### config.mk
export PLATFORM = sky130hd
export DESIGN_NAME = ctrl_mem_read_out_flat
export DESIGN_NICKNAME = d
export VERILOG_FILES = /design/src/rtl/ctrl_mem_pkg.sv /design/src/rtl/ctrl_mem_read_out_if.sv /design/src/rtl/ctrl_mem_read_out_fifo.sv /design/src/rtl/ctrl_mem_read_out.sv /design/src/flat_wrapper.sv
export SDC_FILE = /design/constraint.sdc
export NUM_CORES = 1
export LEC_CHECK = 0
export CAP_MARGIN = 10
export CORE_AREA = 2 2 87 89
export DETAILED_ROUTE_END_ITERATION = 6
export DIE_AREA = 0 0 89 91
export PLACE_DENSITY = 0.68
export RECOVER_POWER = 25
export SLEW_MARGIN = 20
export SYNTH_ARGS = -nofsm -noshare
export SYNTH_HDL_FRONTEND = slang
export SYNTH_SLANG_ARGS = --single-unit
export TNS_END_PERCENT = 20
### constraint.sdc
create_clock -name clk -period 3.5 [get_ports clk]
set_clock_uncertainty 0.05 [all_clocks]
set_input_delay 0.7 -clock clk [delete_from_list [all_inputs] [get_ports clk]]
set_output_delay 0.7 -clock clk [all_outputs]
set_load 0.01 [all_outputs]
### src/rtl/ctrl_mem_pkg.sv
// Shared types and defaults for the result-memory read-out block.
package ctrl_mem_pkg;

  localparam int DATA_WIDTH_DEF = 16;

  typedef enum logic [1:0] {
    IDLE   = 2'd0,
    STREAM = 2'd1,
    DRAIN  = 2'd2
  } rd_state_t;

endpackage

### src/rtl/ctrl_mem_read_out_if.sv
// Memory read port plus valid/ready output stream of ctrl_mem_read_out.
// m_last exists only when CTRL_MEM_RD_LAST_EN is defined.
interface ctrl_mem_read_out_if
  import ctrl_mem_pkg::*;
#(
  parameter int MEM_ADDR_WIDTH = 3,
  parameter int DATA_WIDTH     = DATA_WIDTH_DEF
);

  logic [MEM_ADDR_WIDTH-1:0] mem_addr;
  logic                      mem_rd_en;
  logic [DATA_WIDTH-1:0]     mem_rd_data;
  logic                      m_valid;
  logic                      m_ready;
  logic [DATA_WIDTH-1:0]     m_data;
`ifdef CTRL_MEM_RD_LAST_EN
  logic                      m_last;

  modport master (
    output mem_addr, mem_rd_en, m_valid, m_data, m_last,
    input  mem_rd_data, m_ready
  );

  modport slave (
    input  mem_addr, mem_rd_en, m_valid, m_data, m_last,
    output mem_rd_data, m_ready
  );
`else
  modport master (
    output mem_addr, mem_rd_en, m_valid, m_data,
    input  mem_rd_data, m_ready
  );

  modport slave (
    input  mem_addr, mem_rd_en, m_valid, m_data,
    output mem_rd_data, m_ready
  );
`endif

endinterface

### src/rtl/ctrl_mem_read_out_fifo.sv
// out_fifo2: two-entry synchronous FIFO; push while full is accepted only
// together with a pop.
module out_fifo2 #(
  parameter int WIDTH = 16
) (
  input  logic             clk,
  input  logic             reset,
  input  logic             push,
  input  logic             pop,
  input  logic [WIDTH-1:0] din,
  output logic [WIDTH-1:0] dout,
  output logic             empty,
  output logic             full,
  output logic [1:0]       count
);

  logic [WIDTH-1:0] entry_r [2];
  logic             wr_ptr_r;
  logic             rd_ptr_r;
  logic [1:0]       count_r;
  logic             do_push_s;
  logic             do_pop_s;

  assign empty     = (count_r == 2'd0);
  assign full      = (count_r == 2'd2);
  assign count     = count_r;
  assign dout      = entry_r[rd_ptr_r];
  assign do_pop_s  = pop & ~empty;
  assign do_push_s = push & (~full | do_pop_s);

  // Entry storage, pointers and occupancy
  always_ff @(posedge clk or negedge reset) begin
    if (!reset) begin
      entry_r[0] <= {WIDTH{1'b0}};
      entry_r[1] <= {WIDTH{1'b0}};
      wr_ptr_r   <= 1'b0;
      rd_ptr_r   <= 1'b0;
      count_r    <= 2'd0;
    end else begin
      if (do_push_s) begin
        entry_r[wr_ptr_r] <= din;
        wr_ptr_r          <= ~wr_ptr_r;
      end
      if (do_pop_s) begin
        rd_ptr_r <= ~rd_ptr_r;
      end
      case ({do_push_s, do_pop_s})
        2'b10:   count_r <= count_r + 2'd1;
        2'b01:   count_r <= count_r - 2'd1;
        default: count_r <= count_r;
      endcase
    end
  end

endmodule

### src/rtl/ctrl_mem_read_out.sv
// Streams `length` words from result memory address 0 upward onto a valid/ready
// port. Optional feature macro: CTRL_MEM_RD_LAST_EN (adds m_last).
module ctrl_mem_read_out
  import ctrl_mem_pkg::*;
#(
  parameter int MEM_ADDR_WIDTH = 3,
  parameter int MEM_SIZE       = 8,
  parameter int DATA_WIDTH     = DATA_WIDTH_DEF
) (
  input  logic                    clk,
  input  logic                    reset,
  input  logic                    start,
  input  logic [MEM_ADDR_WIDTH:0] length,
  ctrl_mem_read_out_if.master     bus,
  output logic                    busy,
  output logic                    done
);

  localparam int CW = MEM_ADDR_WIDTH + 1;
  localparam logic [CW-1:0] MEM_SIZE_C = CW'(MEM_SIZE);
  localparam logic [CW-1:0] ONE_C      = CW'(1);
  localparam logic [MEM_ADDR_WIDTH-1:0] LAST_ADDR_C = MEM_ADDR_WIDTH'(MEM_SIZE - 1);
`ifdef CTRL_MEM_RD_LAST_EN
  localparam int FW = DATA_WIDTH + 1;
`else
  localparam int FW = DATA_WIDTH;
`endif

  rd_state_t                 state_r;
  rd_state_t                 state_s;
  logic [CW-1:0]             len_r;
  logic [CW-1:0]             read_cnt_r;
  logic [CW-1:0]             sent_cnt_r;
  logic [MEM_ADDR_WIDTH-1:0] addr_r;
  logic                      inflight_r;
  logic                      done_r;
  logic                      done_s;

  logic [CW-1:0]             clamped_len_s;
  logic [CW-1:0]             len_m1_s;
  logic                      start_ok_s;
  logic                      pop_s;
  logic [2:0]                occ_s;
  logic                      rd_en_s;
  logic                      last_rd_s;
  logic                      last_pop_s;

  logic [FW-1:0]             fifo_din_s;
  logic [FW-1:0]             fifo_dout_s;
  logic                      fifo_empty_s;
  logic                      fifo_full_s;
  logic [1:0]                fifo_count_s;

  assign clamped_len_s = (length > MEM_SIZE_C) ? MEM_SIZE_C : length;
  assign len_m1_s      = len_r - ONE_C;
  // A start landing on the done cycle is dropped so done/start never overlap.
  assign start_ok_s    = start & (state_r == IDLE) & ~done_r;
  assign pop_s         = ~fifo_empty_s & bus.m_ready;
  // Words that will be buffered or in flight after this cycle, before any new read.
  assign occ_s         = {1'b0, fifo_count_s} + {2'b00, inflight_r} - {2'b00, pop_s};
  assign rd_en_s       = (state_r == STREAM) & (read_cnt_r < len_r) &
                         ~(fifo_full_s & ~pop_s) & (occ_s < 3'd2);
  assign last_rd_s     = rd_en_s & (read_cnt_r == len_m1_s);
  assign last_pop_s    = pop_s & (sent_cnt_r == len_m1_s);

  // Next-state and done-pulse decode
  always_comb begin
    state_s = state_r;
    done_s  = 1'b0;
    case (state_r)
      IDLE: begin
        if (start_ok_s && (clamped_len_s != {CW{1'b0}})) begin
          state_s = STREAM;
        end else if (start_ok_s) begin
          done_s = 1'b1;
        end else begin
          state_s = IDLE;
        end
      end
      STREAM: begin
        if (last_rd_s) begin
          state_s = DRAIN;
        end else begin
          state_s = STREAM;
        end
      end
      DRAIN: begin
        if (last_pop_s) begin
          state_s = IDLE;
          done_s  = 1'b1;
        end else begin
          state_s = DRAIN;
        end
      end
      default: begin
        state_s = IDLE;
      end
    endcase
  end

  // FSM state, word counters and read address
  always_ff @(posedge clk or negedge reset) begin
    if (!reset) begin
      state_r    <= IDLE;
      len_r      <= {CW{1'b0}};
      read_cnt_r <= {CW{1'b0}};
      sent_cnt_r <= {CW{1'b0}};
      addr_r     <= {MEM_ADDR_WIDTH{1'b0}};
      inflight_r <= 1'b0;
      done_r     <= 1'b0;
    end else begin
      state_r    <= state_s;
      done_r     <= done_s;
      inflight_r <= rd_en_s;
      if (start_ok_s) begin
        len_r      <= clamped_len_s;
        read_cnt_r <= {CW{1'b0}};
        sent_cnt_r <= {CW{1'b0}};
        addr_r     <= {MEM_ADDR_WIDTH{1'b0}};
      end else begin
        if (rd_en_s) begin
          read_cnt_r <= read_cnt_r + ONE_C;
          addr_r     <= (addr_r == LAST_ADDR_C) ? {MEM_ADDR_WIDTH{1'b0}}
                                                : addr_r + {{(MEM_ADDR_WIDTH-1){1'b0}}, 1'b1};
        end
        if (pop_s) begin
          sent_cnt_r <= sent_cnt_r + ONE_C;
        end
      end
    end
  end

`ifdef CTRL_MEM_RD_LAST_EN
  logic inflight_last_r;

  // Tags the word in flight from memory as the final one of the transfer
  always_ff @(posedge clk or negedge reset) begin
    if (!reset) begin
      inflight_last_r <= 1'b0;
    end else begin
      inflight_last_r <= last_rd_s;
    end
  end

  assign fifo_din_s = {inflight_last_r, bus.mem_rd_data};
  assign bus.m_last = ~fifo_empty_s & fifo_dout_s[DATA_WIDTH];
`else
  assign fifo_din_s = bus.mem_rd_data;
`endif

  out_fifo2 #(
    .WIDTH (FW)
  ) u_fifo (
    .clk   (clk),
    .reset (reset),
    .push  (inflight_r),
    .pop   (pop_s),
    .din   (fifo_din_s),
    .dout  (fifo_dout_s),
    .empty (fifo_empty_s),
    .full  (fifo_full_s),
    .count (fifo_count_s)
  );

  assign bus.mem_addr  = addr_r;
  assign bus.mem_rd_en = rd_en_s;
  assign bus.m_valid   = ~fifo_empty_s;
  assign bus.m_data    = fifo_dout_s[DATA_WIDTH-1:0];
  assign busy          = (state_r != IDLE);
  assign done          = done_r;

endmodule

### src/flat_wrapper.sv
// flat-port wrapper written by rule: the top's interface ports become plain ports
module ctrl_mem_read_out_flat import ctrl_mem_pkg::*;
#(
  parameter int MEM_ADDR_WIDTH = 3,
  parameter int MEM_SIZE       = 8,
  parameter int DATA_WIDTH     = DATA_WIDTH_DEF
)
  (clk, reset, start, length, busy, done, bus_mem_addr, bus_mem_rd_en, bus_m_valid, bus_m_data, bus_mem_rd_data, bus_m_ready);
  ctrl_mem_read_out_if #(.MEM_ADDR_WIDTH(MEM_ADDR_WIDTH), .DATA_WIDTH(DATA_WIDTH)) bus_i ();
  input  logic clk;
  input  logic reset;
  input  logic start;
  input  logic [MEM_ADDR_WIDTH:0] length;
  output logic busy;
  output logic done;
  output wire logic [$bits(bus_i.mem_addr)-1:0] bus_mem_addr;
  output wire logic [$bits(bus_i.mem_rd_en)-1:0] bus_mem_rd_en;
  output wire logic [$bits(bus_i.m_valid)-1:0] bus_m_valid;
  output wire logic [$bits(bus_i.m_data)-1:0] bus_m_data;
  input wire logic [$bits(bus_i.mem_rd_data)-1:0] bus_mem_rd_data;
  input wire logic [$bits(bus_i.m_ready)-1:0] bus_m_ready;
  assign bus_mem_addr = bus_i.mem_addr;
  assign bus_mem_rd_en = bus_i.mem_rd_en;
  assign bus_m_valid = bus_i.m_valid;
  assign bus_m_data = bus_i.m_data;
  assign bus_i.mem_rd_data = bus_mem_rd_data;
  assign bus_i.m_ready = bus_m_ready;
  ctrl_mem_read_out #(.MEM_ADDR_WIDTH(MEM_ADDR_WIDTH), .MEM_SIZE(MEM_SIZE), .DATA_WIDTH(DATA_WIDTH)) u_core (.clk(clk), .reset(reset), .start(start), .length(length), .bus(bus_i), .busy(busy), .done(done));
endmodule
After elaboration in Yosys (flattened, before gate mapping)
Index checks and enable logic that the tools add are counted.
Widths: inputs -> output; s select.
{"block": "word_totals", "out_inout_bits": 23, "reg_bits": 55, "elab_cells": 89, "inputBits": 24}
{"block": "op_classes", "n_mux": 24, "addsub": 8, "magnitude_cmp": 6, "reduce_logical": 9, "eq_ne": 9, "bitwise_logic": 21}
{"op": "$mux 16", "count": 4}
{"op": "$bwmux 32", "count": 1}
{"op": "$mux 4", "count": 5}
{"op": "$demux 16 s1", "count": 1}
{"op": "$and 1x1->1", "count": 11}
{"op": "$mux 3", "count": 3}
{"op": "$add 4x1->4 const B", "count": 2}
{"op": "$eq 4x4->1", "count": 2}
{"op": "$mux 2", "count": 4}
{"op": "$reduce_bool 2->1", "count": 4}
{"op": "$not 1->1", "count": 7}
{"op": "$eq 2x2->1 const B", "count": 3}
{"op": "$pmux 2 s3", "count": 1}
{"op": "$eq 2x1->1 const B", "count": 2}
{"op": "$ge 2x2->1 const B", "count": 2}
{"op": "$gt 4x4->1 const B", "count": 1}
{"op": "$logic_not 2->1", "count": 2}
{"op": "$lt 4x4->1", "count": 1}
{"op": "$not 1->2", "count": 2}
{"op": "$pmux 2 s2", "count": 1}
{"op": "$reduce_bool 4->1", "count": 1}
{"op": "$sub 4x1->4 const B", "count": 1}
{"op": "$add 2x1->3", "count": 1}
{"op": "$add 3x1->3 const B", "count": 1}
{"op": "other kinds (11)", "count": 14}

Logic depth before layout (Yosys ltp)
Gate-level depths: netlist of the first run.
{"block": "logic_depth", "word_depth": 11, "depth_mapped": 10, "ltp_nobuf": 9}

By module
From an unflattened synthesis of the first run, not the netlist that was laid out.
{"block": "hier_totals", "cells_unflattened": 218, "area_unflattened_um2": 2860.2}
{"module": "out_fifo2", "seq_area_each_um2": 900.9, "area_per_inst_um2": 1655.3, "cells_each": 103, "instances": 1}
{"module": "ctrl_mem_read_out", "seq_area_each_um2": 475.5, "area_per_inst_um2": 1204.9, "cells_each": 115, "instances": 1}

Worst setup path after synthesis of the first run
Ideal clock, no wire load.
{"block": "synth_timing", "kind": "input port to output port", "startpoint": "in bus_m_ready", "endpoint": "out bus_mem_rd_en", "n_path_buf": 0, "setup_slack_ns": 0.248, "arrival_time_ns": 2.502, "path_stages": 8, "t_required_ns": 2.750, "cell_sequence": "o21ai_0 -> inv_1 -> ha_1 -> nand2b_1 -> fa_1 -> and4bb_2 -> o21ai_2 -> nor2_1"}
{"block": "synth_between", "elab_chain_len": 6, "elab_cells_between_ends": 8, "classes_between": "add/sub: 1; order compare: 1; bitwise: 6"}
{"item": "start, declared", "line": "flat_wrapper.sv:21", "text": "input wire logic [$bits(bus_i.m_ready)-1:0] bus_m_ready;"}
{"item": "$and 1x1->1 (*)", "line": "ctrl_mem_read_out.sv:58", "text": "assign pop_s = ~fifo_empty_s & bus.m_ready;"}
{"item": "branches (longest 4 deep; another with $sub 3x1->3)"}
{"item": "$and 1x1->1 (*)", "line": "ctrl_mem_read_out.sv:62", "text": "~(fifo_full_s & ~pop_s) & (occ_s < 3'd2);"}
{"item": "end, declared", "line": "flat_wrapper.sv:17", "text": "output wire logic [$bits(bus_i.mem_rd_en)-1:0] bus_mem_rd_en;"}
Every way passes the cells marked *.

Worst setup path after layout of the first run
Ends and elaborated chain as after synthesis.

==> results of run 1 <==
[cell usage after synthesis, types with 2 or more instances]
master,instances,area share [%]
a21o_1,2,0.54
a21oi_1,6,1.1
buf_2,2,0.36
buf_6,2,0.81
dfrtp_1,55,49
ha_1,11,4.9
inv_1,9,1.2
mux2_2,48,19
nand2_1,7,0.94
nand3_1,7,1.3
nand3b_1,3,0.81
nor2_1,6,0.81
nor3_1,2,0.36
o21a_1,2,0.54
o21ai_0,10,1.8
or2_2,2,0.45
or4_1,2,0.54
xnor2_1,10,3.1
xnor3_1,2,1.6
xor2_1,4,1.3
[worst max-delay path, delay by kind of cell]
family	cells	cell delay, ps
and+or+nand+nor	3	490
buffers and inverters	3	460
adders and majority gates	2	760
AOI/OAI and AO/OA	2	140
[report_power, final]
part	internal [mW]	total [mW]	switching, mW
clock	0.216	0.427	0.211
sequential	0.942	1.18	0.237
combinational	1.04	1.75	0.717
[placed cells by master (no fill, tap or decap), types with 3 or more instances in the layout]
master           synthesis  layout
dfrtp_1                 55      55
mux2_2                  48      48
inv_1                    9       9
nand3_1                  7       7
ha_1                    11      11
xnor2_1                 10      10
nand3b_1                 3       3
nand2_1                  7       7
clkbuf_8                 0       5
a21oi_1                  6       6
clkdlybuf4s50_1          0      43
o21ai_0                 10       9
buf_4                    1      11
xor2_1                   4       4
nor2_1                   6       5
[worst min path at each step]
| stage | startpoint | endpoint | slack [ps] | cells after the start |
|---|---|---|---|---|
| floorplan | reset | u_core.bus.mem_addr[0] | 350 | 0 |
| global placement | u_core.u_fifo.entry_r[13] | u_core.u_fifo.entry_r[13] | 430 | 1 |
| detailed placement | u_core.u_fifo.entry_r[11] | u_core.u_fifo.entry_r[11] | 440 | 1 |
| CTS | reset | u_core.u_fifo.entry_r[13] | 390 | 1 |
| global route | u_core.u_fifo.entry_r[8] | u_core.u_fifo.entry_r[8] | 480 | 1 |
| finish | u_core.u_fifo.entry_r[5] | u_core.u_fifo.entry_r[5] | 460 | 1 |
[area by class of cell]
cell class                 count  area share, %
tap                           99          3.540
clock inverter                 2          1.108
inverter                      10          1.073
timing repair buffer          57          15.16
sequential                    55          39.33
multi-input combinational    145          37.72
clock buffer                   6          2.074
[flip-flops by register name, summed over array words and instances, names as in the netlist]
signal,cells
u_core.inflight_r,1
u_core.u_fifo.count,2
u_core.read_cnt_r,4
u_core.len_r,4
u_core.done,1
u_core.state_r,2
u_core.bus.mem_addr,3
u_core.sent_cnt_r,4
u_core.u_fifo.wr_ptr_r,1
u_core.u_fifo.entry_r,32
u_core.u_fifo.rd_ptr_r,1
[routing by layer]
| layer | vias to the layer above | wire, um |
|---|---|---|
| li1 | 888 | - |
| met1 | 900 | 2413 |
| met2 | 46 | 2484 |
| met3 | 8 | 272 |
| met4 | 0 | 68 |
| met5 | - | 0 |
[cells by family (layout without fill, tap and decap cells)]
| group | after synthesis | in the layout | synth area share, % |
|---|---|---|---|
| and+or+nand+nor | 38 | 38 | 8.176 |
| buffers and inverters | 16 | 75 | 2.920 |
| DFF | 55 | 55 | 49.42 |
| adders and majority gates | 12 | 12 | 5.660 |
| AOI/OAI and AO/OA | 30 | 30 | 8.042 |
| muxes | 49 | 49 | 19.77 |
| xor gates and xnor gates | 16 | 16 | 6.019 |
[what timing repair did]
action | CTS | global route
setup endpoints to repair | 1 | 0
buffers inserted | 1 | 0
hold buffers | 0 | 0
resized for setup | 8 | 0
[metrics by stage]
stage | area [um^2] | TNS, ps | cells | utilization (%) | power [mW]
3_3_place_gp | 3396 | -479.0 | 365 | 47.58 | 2.906
5_1_grt | 3500 | 0 | 374 | 49.04 | 3.627
2_1_floorplan | 2785 | 0 | 216 | - | 2.292
3_5_place_dp | 3396 | -517.5 | 365 | 47.58 | 2.952
6_report | 3500 | 0 | 374 | 49.04 | 3.360
4_1_cts | 3515 | 0 | 374 | 49.25 | 3.418
==> flow_summary.toml, run 1 <==
[global_route]
grt_usage_pct = 13.63
global_route.usage.met3_pct = 2.909
grt_pass1_vias = 1877
global_routing_usage_on_met1_pct = 17.73
first_pass_grt_wire_length_um = 8590
pin_count_of_the_biggest_net_entering_global_routing = 33
antenna_violations_before_repair = 0
grt_met2_use_pct = 22.76
globalRoute.busiestLayer = "met2"
grt-ovfl-total = 0

[layout]
multi_input_comb_area_um2 = 1320
sequential_cell_area_um2 = 1376
proportion_of_layout_cells_with_a_drive_suffix_above_1_pct = 29.09
fillers = 675
area_growth_from_synthesis_to_layout_pct = 25.65
antenna_cells_inserted = 0
num-nets-final = 310

[drt]
routedWlPerCell_um = 14.01
route.final.wire_length_um = 5238
drc_marker_count_from_the_first_detailed_route_iteration = 44
vias = 1842
drc = 0
vias_per_cell = 4.925
first_pass_iters = 4
drt.antenna.violating_nets = 0

[die]
floorplan.initialDensity_pct = 39.03
die_area_um2 = 8099
io-pin-count = 47
fp.dieW_um = 89
fp.dieH_um = 91
num_rows = 31
core_um2 = 7137

[logic_synthesis]
predominant_post_synthesis_flop_cell = "dfrtp_1"
asyncSetResetFlopFracSynth_pct = 100.0
synth_seq_area_share_pct = 49.42
ys.warnings.count = 0
synth_enable_flop_cells = 0
yosys_register_bits = 55
postSynthAreaPerCell_um2 = 12.89
synthesis.area_um2 = 2785
syn_nets = 252
syn-instance-count = 216
synth_cell_type_count = 44

[critical_path]
worstReg2RegStart = "u_core.u_fifo.count[1]"
timing_worst_setup_path_type = "in2out"
cp_max_fo = 2
crit_required_ps = 2750
critical_path.slowest_cell = "fa_1"
start_kind = "input port"
end_kind = "primary output"
critical_path.reg2reg.endpoint = "u_core.read_cnt_r[3]"
worst_path_most_repeated_cell = "o21ai_2"
worst_setup_path_endpoint = "bus_mem_rd_en"
setup.worst_path.start = "bus_m_ready"
reg2reg_slack_ps = 760
rr_worst_depth = 10
worstPathArrival_ps = 2550
slowest_delay_ps = 480
timing.critical_path.cells = "dlygate4sd2_1 > o21ai_2 > inv_1 > ha_1 > nand2b_1 > fa_1 > and4bb_2 > o21ai_2 > nor2_2 > buf_2"

[sta]
final.period_utilization_pct = 94.32
rsz0062_at_grt = "no"
fin_worst_hold_slack_ps = 460.1
least_setup_slack_across_all_paths_after_layout_ps = 198.6
clock.fmax_mhz = 302.9
report.final.slew_viol_count = 33
clock_period_minus_worst_slack_ps = 3301
setup-violations-final = 0
relSlewSlack_pct = -12.24
finalHoldViolations = 0
max_slew.worst_pin.slew_ps = 1684

[power]
worst_vdd_ir_uv = 431.1
power-per-cell-area_nw_per_um2 = 960.0
static_leak_nw = 1.501

[placement]
detailedPlace.worstSlack_ps = -517.5
finalWeightedCongestion = 0.7956
detailedPlacementHpwl_um = 3817
port_buffers = 46

[run_status]
outcome = "finished with violations"
failed_checks = "capacitance limit, slew limit"

[clock_network]
clock_pin_slew_reported_for_the_worst_setup_and_hold_paths_after_clock_tree_synthesis_ps = 100
cts.sink_count = 55
clk_path_buf_depth = 2
cts_made_buffers = 5
tritoncts_clock_tree = "built"
cts-htree-levels = 2
ctsRootBufferMaster = "clkbuf_8"
clock_latency_ps = 310

[min_path]
hold_path.class = "reg2reg"

[run]
timing.max_cap.violations = 1
Power figures use the tool's default switching activity.
==> run 2: changes to the inputs <==
CTS_BUF_LIST = sky130_fd_sc_hd__clkbuf_2 sky130_fd_sc_hd__clkbuf_4 sky130_fd_sc_hd__clkbuf_8   (was not set)
==> run 2 against run 1 <==
The run still ends with capacitance limit, slew limit left. Final cell count did not move. Sequential share of layout area barely moved. Combinational power hardly changed. Fmax unchanged. Worst setup slack did not move. Critical path depth did not move. Hold slack is essentially flat. Via count stayed put. Flip-flop and latch count unchanged. Design area up 0.11%. Die area unchanged. Critical endpoint unchanged. Largest cell class unchanged.
==> flow_summary.toml, run 2 (synthesis gave the netlist of run 1 again) <==
[run_status]
outcome = "finished with violations"
failed_checks = "capacitance limit, slew limit"

[clock_network]
cts-hold-fix-buffers = 0
tritoncts_clock_tree = "built"
clock_pin_slew_reported_for_the_worst_setup_and_hold_paths_after_clock_tree_synthesis_ps = 100
cts-htree-levels = 2
cts.sink_count = 55
clk_path_buf_depth = 2
clock_latency_ps = 310
cts_made_buffers = 5
ctsRootBufferMaster = "clkbuf_8"

[placement]
detailedPlacementHpwl_um = 3817
placedInstanceArea_um2 = 3396
detailedPlace.worstSlack_ps = -517.5
finalWeightedCongestion = 0.7956
port_buffers = 46

[critical_path]
timing.critical_path.cells = "dlygate4sd2_1 > o21ai_2 > inv_1 > ha_1 > nand2b_1 > fa_1 > and4bb_2 > o21ai_2 > nor2_2 > buf_2"
worstReg2RegStart = "u_core.u_fifo.count[1]"
timing_worst_setup_path_type = "in2out"
critical_path.slowest_cell = "fa_1"
start_kind = "input port"
worstPathArrival_ps = 2550
slowest_delay_ps = 480
critical_path.reg2reg.endpoint = "u_core.read_cnt_r[3]"
crit_required_ps = 2750
end_kind = "primary output"
cp_max_fo = 2
rr_worst_depth = 10
reg2reg_slack_ps = 760
worst_path_most_repeated_cell = "o21ai_2"

[layout]
antenna_cells_inserted = 0
fillers = 675
largest_register_ffs = 32
biggest_register = "u_core.u_fifo.entry_r"
layout_commonest_cell = "dfrtp_1"
non_filler_cell_area_final_um2 = 3503
proportion_of_layout_cells_with_a_drive_suffix_above_1_pct = 29.45
area_growth_from_synthesis_to_layout_pct = 25.79
top_library_cells_by_usage_in_the_layout_fill_and_taps_aside = "55 x dfrtp_1, 48 x mux2_2, 43 x clkdlybuf4s50_1, 11 x ha_1, 11 x buf_4"
num-nets-final = 310

[sta]
clock.fmax_mhz = 302.9
relSlewSlack_pct = -12.24
least_setup_slack_across_all_paths_after_layout_ps = 198.6
max_slew.worst_pin.slew_ps = 1684
clock_period_minus_worst_slack_ps = 3301
setup-violations-final = 0
final.period_utilization_pct = 94.32
fin_worst_hold_slack_ps = 460.1
report.final.slew_viol_count = 33
finalHoldViolations = 0
rsz0062_at_grt = "no"

[global_route]
antenna_violations_before_repair = 0
grt_usage_pct = 13.63
first_pass_grt_wire_length_um = 8590
grt-ovfl-total = 0
grt_pass1_vias = 1877
pin_count_of_the_biggest_net_entering_global_routing = 33

[min_path]
hold_path.class = "reg2reg"
worstHoldStart = "u_core.u_fifo.entry_r[5]"
timing.hold.worst_endpoint = "u_core.u_fifo.entry_r[5]"
min_delay_path_depth = 1

[die]
fp.dieW_um = 89
fp.dieH_um = 91
die_area_um2 = 8099
core_um2 = 7137
floorplan.initialDensity_pct = 39.03
num_rows = 31
io-pin-count = 47

[drt]
drc_marker_count_from_the_first_detailed_route_iteration = 44
first_pass_iters = 4
drt.antenna.violating_nets = 0
vias_per_cell = 4.925
vias = 1842
drc = 0
routedWlPerCell_um = 14.01
route.final.wire_length_um = 5238

[run]
timing.max_cap.violations = 1

[power]
static_leak_nw = 1.505
worst_vdd_ir_uv = 431.1
power-per-cell-area_nw_per_um2 = 961.2
-- run 2: cell counts in the layout (fill, tap and decap cells not counted) --
No cell type changed its count.
-- run 2: how the worst max path moves through the flow --
stage                     slack, ps  depth (start not counted)         from             to
after floorplan                 250                          8  bus_m_ready  bus_mem_rd_en
after global placement         -480                         10  bus_m_ready  bus_mem_rd_en
after detailed placement       -520                         10  bus_m_ready  bus_mem_rd_en
after CTS                       170                         10  bus_m_ready  bus_mem_rd_en
after global routing             50                         10  bus_m_ready  bus_mem_rd_en
final                           200                         10  bus_m_ready  bus_mem_rd_en
-- run 2: area by class of cell --
class,count,area (um^2),share of cell area (%)
Clock buffer,6,76.32,2.179
Timing Repair Buffer,57,530.5,15.14
Sequential cell,55,1376,39.29
Inverter,10,37.54,1.071
Clock inverter,2,38.79,1.107
Tap cell,99,123.9,3.536
Multi-Input combinational cell,145,1320,37.68
-- run 2: layer usage --
layer | share of wire (%) | wire length (um) | global-route usage [%]
met1 | 46 | 2413 | 17.73
met2 | 47 | 2484 | 22.76
met3 | 5.2 | 272 | 2.909
met4 | 1.3 | 68 | 3.731
met5 | 0 | 0 | 0
-- run 2: power by group --
group / internal, mW / leakage [nW] / switching, mW / total (mW)
registers: 0.942 / 0.662 / 0.237 / 1.18
clock network: 0.224 / 0.0592 / 0.211 / 0.435
logic: 1.04 / 0.784 / 0.717 / 1.75
total: 2.20 / 1.50 / 1.16 / 3.37
-- run 2: what timing repair did --
item                                   in CTS  in global routing
endpoints found under the hold margin       0                  0
setup endpoints to repair                   1                  0
resized for setup                           8                  0
setup buffers                               1                  0
-- run 2: worst max-delay path: cells and delay by family --
kind / cells / cell delay (ps)
fa+ha+maj: 2 / 760
simple gates: 3 / 490
compound gates: 2 / 140
buf+inv: 3 / 460
-- run 2: per-stage QoR --
stage | setup TNS (ps) | utilization, % | instances | power (mW)
after floorplan | 0 | - | 216 | 2.292
after global placement | -479.0 | 47.58 | 365 | 2.906
after detailed placement | -517.5 | 47.58 | 365 | 2.952
after CTS | 0 | 49.30 | 374 | 3.425
after global routing | 0 | 49.09 | 374 | 3.635
final | 0 | 49.09 | 374 | 3.367
==> run 3: changes to the inputs <==
ABC_CLOCK_PERIOD_IN_PS = 3500   (was not set)
==> results of run 3 <==
No change in the layout: final DEF, timing and power equal those of run 2.
